<file path="src/rtl/led_export_pkg.sv">
// Shared types and sizing helpers for the LED frame exporter.
package led_export_pkg;

    typedef enum logic [2:0] {
        ST_IDLE  = 3'd0,
        ST_START = 3'd1,
        ST_DATA  = 3'd2,
        ST_SEP   = 3'd3,
        ST_END   = 3'd4
    } state_e;

    function automatic int clog2_f(input int v);
        int r;
        r = 0;
        for (int i = 0; i < 31; i++) begin
            if ((32'sd1 <<< i) < v) begin
                r = i + 1;
            end
        end
        return r;
    endfunction

    // Width of an index/select field that must be at least one bit wide.
    function automatic int width_min1_f(input int n);
        return (n <= 1) ? 1 : clog2_f(n);
    endfunction

    function automatic int nchunk_f(input int data_w, input int chunk_w);
        return (data_w + chunk_w - 1) / chunk_w;
    endfunction

endpackage

</file>
<file path="src/rtl/phase_timer.sv">
// Per-phase hold counter: counts 0..HOLD-1 and flags the final cycle of a phase.
module phase_timer
    import led_export_pkg::*;
#(
    parameter int HOLD = 5
) (
    input  logic clk,
    input  logic rst,
    input  logic clr,
    input  logic en,
    output logic last
);

    localparam int CNT_W = width_min1_f(HOLD);
    localparam logic [CNT_W-1:0] CNT_LAST = CNT_W'(HOLD - 1);

    logic [CNT_W-1:0] cnt_q;

    assign last = (cnt_q == CNT_LAST);

    // Phase counter, wrapping on the last cycle so back-to-back phases need no gap.
    always_ff @(posedge clk or posedge rst) begin
        if (rst) begin
            cnt_q <= {CNT_W{1'b0}};
        end else if (clr) begin
            cnt_q <= {CNT_W{1'b0}};
        end else if (en) begin
            if (last) begin
                cnt_q <= {CNT_W{1'b0}};
            end else begin
                cnt_q <= cnt_q + {{(CNT_W-1){1'b0}}, 1'b1};
            end
        end else begin
            cnt_q <= cnt_q;
        end
    end

endmodule

</file>
<file path="src/rtl/led_frame_exporter.sv">
// Serialises a selected channel word onto an LED bank as START, chunk/SEP..., END frames.
module led_frame_exporter
    import led_export_pkg::*;
#(
    parameter int NCH    = 4,
    parameter int DATA_W = 32,
    parameter int LED_W  = 8,
    parameter int HOLD   = 5,
    localparam int SEL_W = width_min1_f(NCH)
) (
    input  logic                  clk,
    input  logic                  rst,
    input  logic [NCH*DATA_W-1:0] data,
    input  logic [SEL_W-1:0]      ch_sel,
    input  logic                  start,
    input  logic                  rep,
    input  logic                  abort,
    output logic [LED_W-1:0]      leds,
    output logic                  busy,
    output logic                  done
);

    localparam int CHUNK_W = LED_W - 1;
    localparam int NCHUNK  = nchunk_f(DATA_W, CHUNK_W);
    localparam int PAD_W   = NCHUNK * CHUNK_W;
    localparam int IDX_W   = width_min1_f(NCHUNK);
    localparam logic [IDX_W-1:0] IDX_LAST = IDX_W'(NCHUNK - 1);
    localparam logic [LED_W-1:0] MARK_ALL = {LED_W{1'b1}};
    localparam logic [LED_W-1:0] MARK_SEP = {1'b1, {CHUNK_W{1'b0}}};

    state_e             state_q;
    logic [DATA_W-1:0]  word_q;
    logic [SEL_W-1:0]   ch_q;
    logic [IDX_W-1:0]   idx_q;
    logic [LED_W-1:0]   leds_q;
    logic               busy_q;
    logic               done_q;

    logic               last_s;
    logic               tmr_clr_s;
    logic [SEL_W-1:0]   mux_ch_s;
    logic [DATA_W-1:0]  word_in_s;
    logic [IDX_W-1:0]   chunk_idx_s;
    logic [PAD_W-1:0]   word_pad_s;
    logic [CHUNK_W-1:0] chunk_s;

    assign tmr_clr_s = (state_q == ST_IDLE) || abort;

    phase_timer #(.HOLD(HOLD)) u_timer (
        .clk  (clk),
        .rst  (rst),
        .clr  (tmr_clr_s),
        .en   (1'b1),
        .last (last_s)
    );

    // Channel feeding the word latch: live select in IDLE (out-of-range maps to 0), latched one on repeat.
    always_comb begin
        mux_ch_s = ch_q;
        if (state_q == ST_IDLE) begin
            if (int'(ch_sel) < NCH) begin
                mux_ch_s = ch_sel;
            end else begin
                mux_ch_s = {SEL_W{1'b0}};
            end
        end else begin
            mux_ch_s = ch_q;
        end
    end

    assign word_in_s  = data[int'(mux_ch_s)*DATA_W +: DATA_W];
    assign word_pad_s = PAD_W'(word_q);

    // Chunk shown on entry to DATA: first chunk after START, the following one after SEP.
    always_comb begin
        chunk_idx_s = {IDX_W{1'b0}};
        if (state_q == ST_SEP) begin
            chunk_idx_s = idx_q + {{(IDX_W-1){1'b0}}, 1'b1};
        end else begin
            chunk_idx_s = {IDX_W{1'b0}};
        end
    end

    assign chunk_s = word_pad_s[int'(chunk_idx_s)*CHUNK_W +: CHUNK_W];

    // Frame FSM with registered LED, busy and done outputs.
    always_ff @(posedge clk or posedge rst) begin
        if (rst) begin
            state_q <= ST_IDLE;
            word_q  <= {DATA_W{1'b0}};
            ch_q    <= {SEL_W{1'b0}};
            idx_q   <= {IDX_W{1'b0}};
            leds_q  <= {LED_W{1'b0}};
            busy_q  <= 1'b0;
            done_q  <= 1'b0;
        end else begin
            done_q <= 1'b0;
            if (state_q == ST_IDLE) begin
                if (start) begin
                    word_q  <= word_in_s;
                    ch_q    <= mux_ch_s;
                    idx_q   <= {IDX_W{1'b0}};
                    state_q <= ST_START;
                    leds_q  <= MARK_ALL;
                    busy_q  <= 1'b1;
                end else begin
                    leds_q  <= {LED_W{1'b0}};
                    busy_q  <= 1'b0;
                end
            end else if (abort) begin
                state_q <= ST_IDLE;
                leds_q  <= {LED_W{1'b0}};
                busy_q  <= 1'b0;
            end else if (last_s) begin
                case (state_q)
                    ST_START: begin
                        state_q <= ST_DATA;
                        leds_q  <= {1'b0, chunk_s};
                    end
                    ST_DATA: begin
                        if (idx_q == IDX_LAST) begin
                            state_q <= ST_END;
                            leds_q  <= MARK_ALL;
                        end else begin
                            state_q <= ST_SEP;
                            leds_q  <= MARK_SEP;
                        end
                    end
                    ST_SEP: begin
                        idx_q   <= chunk_idx_s;
                        state_q <= ST_DATA;
                        leds_q  <= {1'b0, chunk_s};
                    end
                    ST_END: begin
                        done_q <= 1'b1;
                        if (rep) begin
                            word_q  <= word_in_s;
                            idx_q   <= {IDX_W{1'b0}};
                            state_q <= ST_START;
                            leds_q  <= MARK_ALL;
                        end else begin
                            state_q <= ST_IDLE;
                            leds_q  <= {LED_W{1'b0}};
                            busy_q  <= 1'b0;
                        end
                    end
                    default: begin
                        state_q <= ST_IDLE;
                        leds_q  <= {LED_W{1'b0}};
                        busy_q  <= 1'b0;
                    end
                endcase
            end else begin
                state_q <= state_q;
            end
        end
    end

    assign leds = leds_q;
    assign busy = busy_q;
    assign done = done_q;

endmodule
</file>
<file path="config.mk">
export PLATFORM = sky130hd
export DESIGN_NAME = led_frame_exporter
export DESIGN_NICKNAME = d
export VERILOG_FILES = /design/src/rtl/led_export_pkg.sv /design/src/rtl/phase_timer.sv /design/src/rtl/led_frame_exporter.sv
export SDC_FILE = /design/constraint.sdc
export NUM_CORES = 1
export LEC_CHECK = 0
export CORE_ASPECT_RATIO = 0.75
export CORE_MARGIN = 2
export CORE_UTILIZATION = 41
export CTS_BUF_LIST = sky130_fd_sc_hd__clkbuf_4
export DETAILED_ROUTE_END_ITERATION = 7
export PLACE_DENSITY = 0.82
export SLEW_MARGIN = 20
export SYNTH_ARGS = -nofsm -noshare
export SYNTH_HDL_FRONTEND = slang
export SYNTH_HIERARCHICAL = 1
export SYNTH_SLANG_ARGS = --single-unit
</file>
<file path="constraint.sdc">
create_clock -name clk -period 2.3 [get_ports clk]
set_clock_uncertainty 0.15 [all_clocks]
set_input_delay 0.345 -clock clk [delete_from_list [all_inputs] [get_ports clk]]
set_output_delay 0.345 -clock clk [all_outputs]
set_load 0.02 [all_outputs]
</file>
==> impl_metrics.json, run 1 <==
{
  "vias": 3469,
  "final_area_mm2": 0.00554,
  "cts_tree": "yes",
  "detail_route.wl_per_cell_um": 16.2,
  "multi_input_area_mm2": 0.00224,
  "cp_max_fo": 11,
  "placed_cells": 629,
  "die_y_um": 86.8,
  "die_area_mm2": 0.00993,
  "critPathLaunchType": "register",
  "register_area_mm2": 0.00133,
  "fmaxAchievable_mhz": 443,
  "power.leakage_uw": 0.00236,
  "synthSimpleGateAreaFrac_pct": 13.5,
  "ant_nets": 0,
  "synth_edf_count": 0,
  "post-route-util_pct": 61.8,
  "ioPinCount": 145,
  "end_kind": "register",
  "drt-vias-per-instance": 5.42,
  "netlist_area_mm2": 0.00375,
  "ys_types": 47,
  "vdd_ir_drop_max_mv": 0.352,
  "fin_ws_ps": 44.5,
  "synth_xor_area_share_pct": 0.234,
  "dp.final_hpwl_mm": 8.23,
  "hold_violations": 0,
  "synth_top_family_by_area": "multiplexers",
  "powerDensity_mw_per_mm2": 821,
  "timing.final.setup_violations": 0,
  "cts-hold-fix-buffers": 0,
  "routed_wl_mm": 10.4,
  "grt_pass1_vias": 3403,
  "synth_async_sr_flop_share_pct": 100,
  "yosysSeqAreaShare_pct": 35.4,
  "cts_buffers": 5,
  "drc": 0,
  "status": "completed",
  "initial_core_util_pct": 41.8,
  "cts_buffer_depth": 2,
  "portBuffers": 144,
  "hold_path_class": "in2async",
  "ff2ff_setup_slack_ps": 40,
  "cp.arrival_ps": 2370,
  "finalNetCount": 665,
  "cts.clk_slew.worst_paths_ps": 150,
  "r2r_end": "leds[6]",
  "grt-ovfl-total": 0,
  "die_w_um": 114,
  "grtUsageTotal_pct": 21.4,
  "grt_first_pass_wirelength_mm": 16.7,
  "finalMaxSlewViolations": 0,
  "numClockSinks": 53,
  "required_ps": 2420,
  "ys_top_cells_by_area": "dfrtp_1 35%, mux2i_1 20%, o221ai_2 12%, nand2_1 5.7%, mux2_2 2.4%",
  "filler_cell_count": 743,
  "synth_top_area_cell": "dfrtp_1",
  "clock_latency_ps": 360,
  "syn_to_final_growth_pct": 48.0,
  "rsz0062_at_grt": "true",
  "layout_worst_path_cycle_share_pct": 98.1,
  "drive_above_1_share_pct": 16.7,
  "drtIter0Drc": 206,
  "cts-root-buf": "clkbuf_4",
  "rr_worst_depth": 6,
  "yosys_warnings": 6,
  "instances_no_fill": 640,
  "antenna_found_initial": 1,
  "gp_congestion": 0.908,
  "worstReg2RegStart": "state_q[2]",
  "coreArea_mm2": 0.00897,
  "synth-adder-area-share_pct": 1.34,
  "synthTopCellsByCount": "73 x mux2i_1, 57 x nand2_1, 53 x dfrtp_1, 30 x o221ai_2, 19 x nor2_1",
  "synth.top_cell.area_share_pct": 35.4,
  "rows": 30,
  "post-place-ws_ps": 75.7,
  "synthMuxAreaShare_pct": 21.9,
  "yosysMostFrequentCell": "mux2i_1",
  "ys_seq_elements": 53,
  "syn_area_per_cell_um2": 10.1,
  "path_class": "reg2reg",
  "grt_max_degree": 51,
  "drv_cap": 0,
  "htreeDepth": 2,
  "period_needed_ps": 2260,
  "synthCells": 371,
  "dpl_cell_area_mm2": 0.00544,
  "first_pass_iters": 5,
  "synthFlopType": "dfrtp_1",
  "synth_compound_gate_area_share_pct": 21.4
}
worst max path at each step:
| stage | from | depth (start not counted) | end |
|---|---|---|---|
| finish | state_q[2] | 6 | leds[6] |
| global route | state_q[2] | 6 | leds[5] |
| CTS | state_q[1] | 6 | leds[6] |
| detailed placement | state_q[1] | 6 | leds[5] |
| global placement | state_q[1] | 6 | leds[5] |
| floorplan | idx_q[0] | 8 | leds[3] |
report_power, final:
| part | switching [uW] | internal, uW | total [uW] |
|---|---|---|---|
| clock | 293 | 145 | 438 |
| combinational | 1260 | 1330 | 2590 |
| sequential | 241 | 1290 | 1530 |
| total | 1790 | 2760 | 4550 |
cell type report:
type / instances / share of cell area [%]
Tap cell: 112 / 2.53
Sequential cell: 53 / 24.0
Clock inverter: 1 / 0.135
Antenna cell: 1 / 0.0451
Timing Repair Buffer: 170 / 30.9
Inverter: 15 / 1.02
Multi-Input combinational cell: 281 / 40.5
Clock buffer: 7 / 0.948
flip-flops by register name (all words and copies together) (netlist names):
name	flops
leds	8
busy	1
state_q	3
ch_q	2
idx_q	3
word_q	32
done	1
u_timer/cnt_q	3
critical path, cell delays in order, from the launching register on:
cell	delay [ps]
dfrtp_1	460
buf_4	200
nand3b_1	260
nor2_4	200
mux2i_1	350
o221ai_1	200
a221o_1	350
cell usage in the layout, fill, tap and decap left out, types with 9 or more instances in the layout:
cell type	instances
clkdlybuf4s50_1	144
mux2i_1	71
nand3_1	9
inv_1	14
nand2_1	56
buf_4	20
a21oi_1	14
o221ai_2	30
nor2_1	19
dfrtp_1	51
cell families after synthesis:
kind of cell,count (synthesis)
and+or+nand+nor,108
AOI/OAI and AO/OA,82
muxes,81
DFF,53
buffers and inverters,41
adders and majority gates,4
other,1
xor gates and xnor gates,1
metal layers:
metal / wire [um] / track usage, % / vias up
met1: 4540 / 30.2 / 1620
li1: - / - / 1682
met4: 123 / 4.88 / 0
met2: 4820 / 34.8 / 157
met5: 0 / 0 / -
met3: 882 / 3.64 / 10
through the flow:
| step | TNS (ps) | hold slack [ps] | power (uW) |
|---|---|---|---|
| finish | 0 | 52.6 | 4550 |
| global route | -1.58 | 36.3 | 4880 |
| CTS | 0 | 43.8 | 4550 |
| detailed placement | 0 | 323 | 4110 |
| global placement | 0 | 310 | 4030 |
| floorplan | 0 | -51.4 | 3210 |
repair_timing:
| action | in CTS | in global routing |
|---|---|---|
| setup endpoints to repair | 0 | 30 |
| resized for setup | 0 | 5 |
| buffers inserted | 0 | 2 |
Note: power is estimated with default switching activity, not from simulation.
==> run 2, diff against run 1 <==
- CORE_UTILIZATION: 41 -> 49
- PLACE_DENSITY: 0.82 -> 0.91
- clock period: 2.3 -> 2.6 ns (I/O delays scaled with it)
==> run 2 against run 1 <==
Combinational power is 14% lower. Cell area fell by 1.8%. Critical path depth rose by 1. Via count increased by 1.2%. Non-clock buffer count shrank 3. First-iteration DRC count shrank 8.7%. Setup slack better by 120 ps. Clock power shrank 19%. Die area decreased by 16%. Core utilization grew 12 points. Critical endpoint is now leds[3].
==> impl_metrics.json, run 2 (synthesis results as in run 1) <==
{
  "status": "completed",
  "filler_cell_count": 539,
  "drive_above_1_share_pct": 14.9,
  "drc": 0,
  "final_common_cell": "clkdlybuf4s50_1",
  "cts-hold-fix-buffers": 0,
  "htreeDepth": 2,
  "post-place-ws_ps": 221,
  "grtUsageTotal_pct": 25.4,
  "hold_violations": 0,
  "fin_setup_tns_ps": 0,
  "hold_path_class": "in2async",
  "multi_input_area_mm2": 0.00222,
  "drtIter0Drc": 188,
  "die_area_mm2": 0.00837,
  "syn_to_final_growth_pct": 45.3,
  "die_y_um": 79.7,
  "rows": 27,
  "total_power_uw": 3960,
  "fin_ws_ps": 163,
  "powerDensity_mw_per_mm2": 728,
  "grt_pass1_vias": 3571,
  "power.leakage_uw": 0.00233,
  "routed_wl_mm": 10.6,
  "ff2ff_setup_slack_ps": 160,
  "placed_cells": 617,
  "ioPinCount": 145,
  "cts-resized-gates": 0,
  "timing.final.setup_violations": 0,
  "post-route-util_pct": 73.9,
  "dp.final_hpwl_mm": 8.54,
  "clock_latency_ps": 380,
  "coreArea_mm2": 0.00736,
  "first_pass_iters": 4,
  "critPathLaunchType": "register",
  "largest_reg_flops": 32,
  "vdd_ir_drop_max_mv": 0.334,
  "cts.clk_slew.worst_paths_ps": 150,
  "instances_no_fill": 624,
  "cts_buffer_depth": 2,
  "top_register": "word_q",
  "grt_max_degree": 32,
  "path_class": "reg2reg",
  "die_w_um": 105,
  "register_area_mm2": 0.00133,
  "detail_route.wl_per_cell_um": 16.9,
  "finalMaxSlewViolations": 0,
  "gp_congestion": 0.913,
  "required_ps": 2770,
  "cts_setup_buffers": 0,
  "grt-ovfl-total": 0,
  "cts_tree": "yes",
  "finalNetCount": 662,
  "initial_core_util_pct": 50.9,
  "ant_nets": 0,
  "vias": 3512,
  "diodes": 0,
  "layout_worst_path_cycle_share_pct": 93.7,
  "end_kind": "register",
  "antenna_found_initial": 0,
  "cp.arrival_ps": 2600,
  "cts_buffers": 5,
  "drt-vias-per-instance": 5.63,
  "cp_max_fo": 9,
  "grt_first_pass_wirelength_mm": 16.8,
  "fmaxAchievable_mhz": 410,
  "drv_cap": 0,
  "numClockSinks": 53,
  "period_needed_ps": 2440,
  "cts-root-buf": "clkbuf_4",
  "rsz0062_at_grt": "false",
  "final_cell_mix": "144 x clkdlybuf4s50_1, 72 x mux2i_1, 56 x nand2_1, 53 x dfrtp_1, 30 x o221ai_2",
  "portBuffers": 144
}
run 2: worst paths after layout:
kind	startpoint	end	cells past startpoint
worst min register to register	leds[7]	leds[7]	2
worst max register to register	idx_q[0]	leds[3]	7
worst max-delay path	idx_q[0]	leds[3]	7
max in group asynchronous	rst	idx_q[0]	3
worst min-delay path	rst	u_timer/cnt_q[1]	2
min in group clk	leds[7]	leds[7]	2
run 2: per-layer routing:
layer / vias to the layer above / track usage (%) / part of all wire [%]
met1: 1670 / 32.0 / 41
met2: 150 / 45.2 / 50
li1: 1670 / - / -
met3: 22 / 4.82 / 7.8
met5: - / 0 / 0
met4: 0 / 6.00 / 1.5
run 2: cell type report:
type | count | area share, %
multi-input combinational | 281 | 40.8
tap | 101 | 2.32
clock buffer | 5 | 0.690
sequential | 53 | 24.4
inverter | 15 | 1.03
timing repair buffer | 167 | 30.6
clock inverter | 2 | 0.207
run 2: metrics by stage:
step / area [um2] / hold slack, ps
floorplan: 3760 / -6.36
global placement: 5390 / 312
detailed placement: 5390 / 324
CTS: 5440 / 66.8
global route: 5440 / 57.1
finish: 5440 / 60.6
run 2: worst max-delay path, stage by stage, from the launching register on:
cell      delay (ps)
dfrtp_1          550
inv_1            160
ha_1             330
nand2b_1         170
a21oi_2          240
a21oi_1           90
or4_1            500
o22ai_1          170
run 2: power by group:
| group | internal [uW] | switching (uW) | leakage, uW |
|---|---|---|---|
| clock network | 97.8 | 255 | 0.0000247 |
| registers | 1140 | 233 | 0.000669 |
| logic | 1150 | 1090 | 0.00163 |
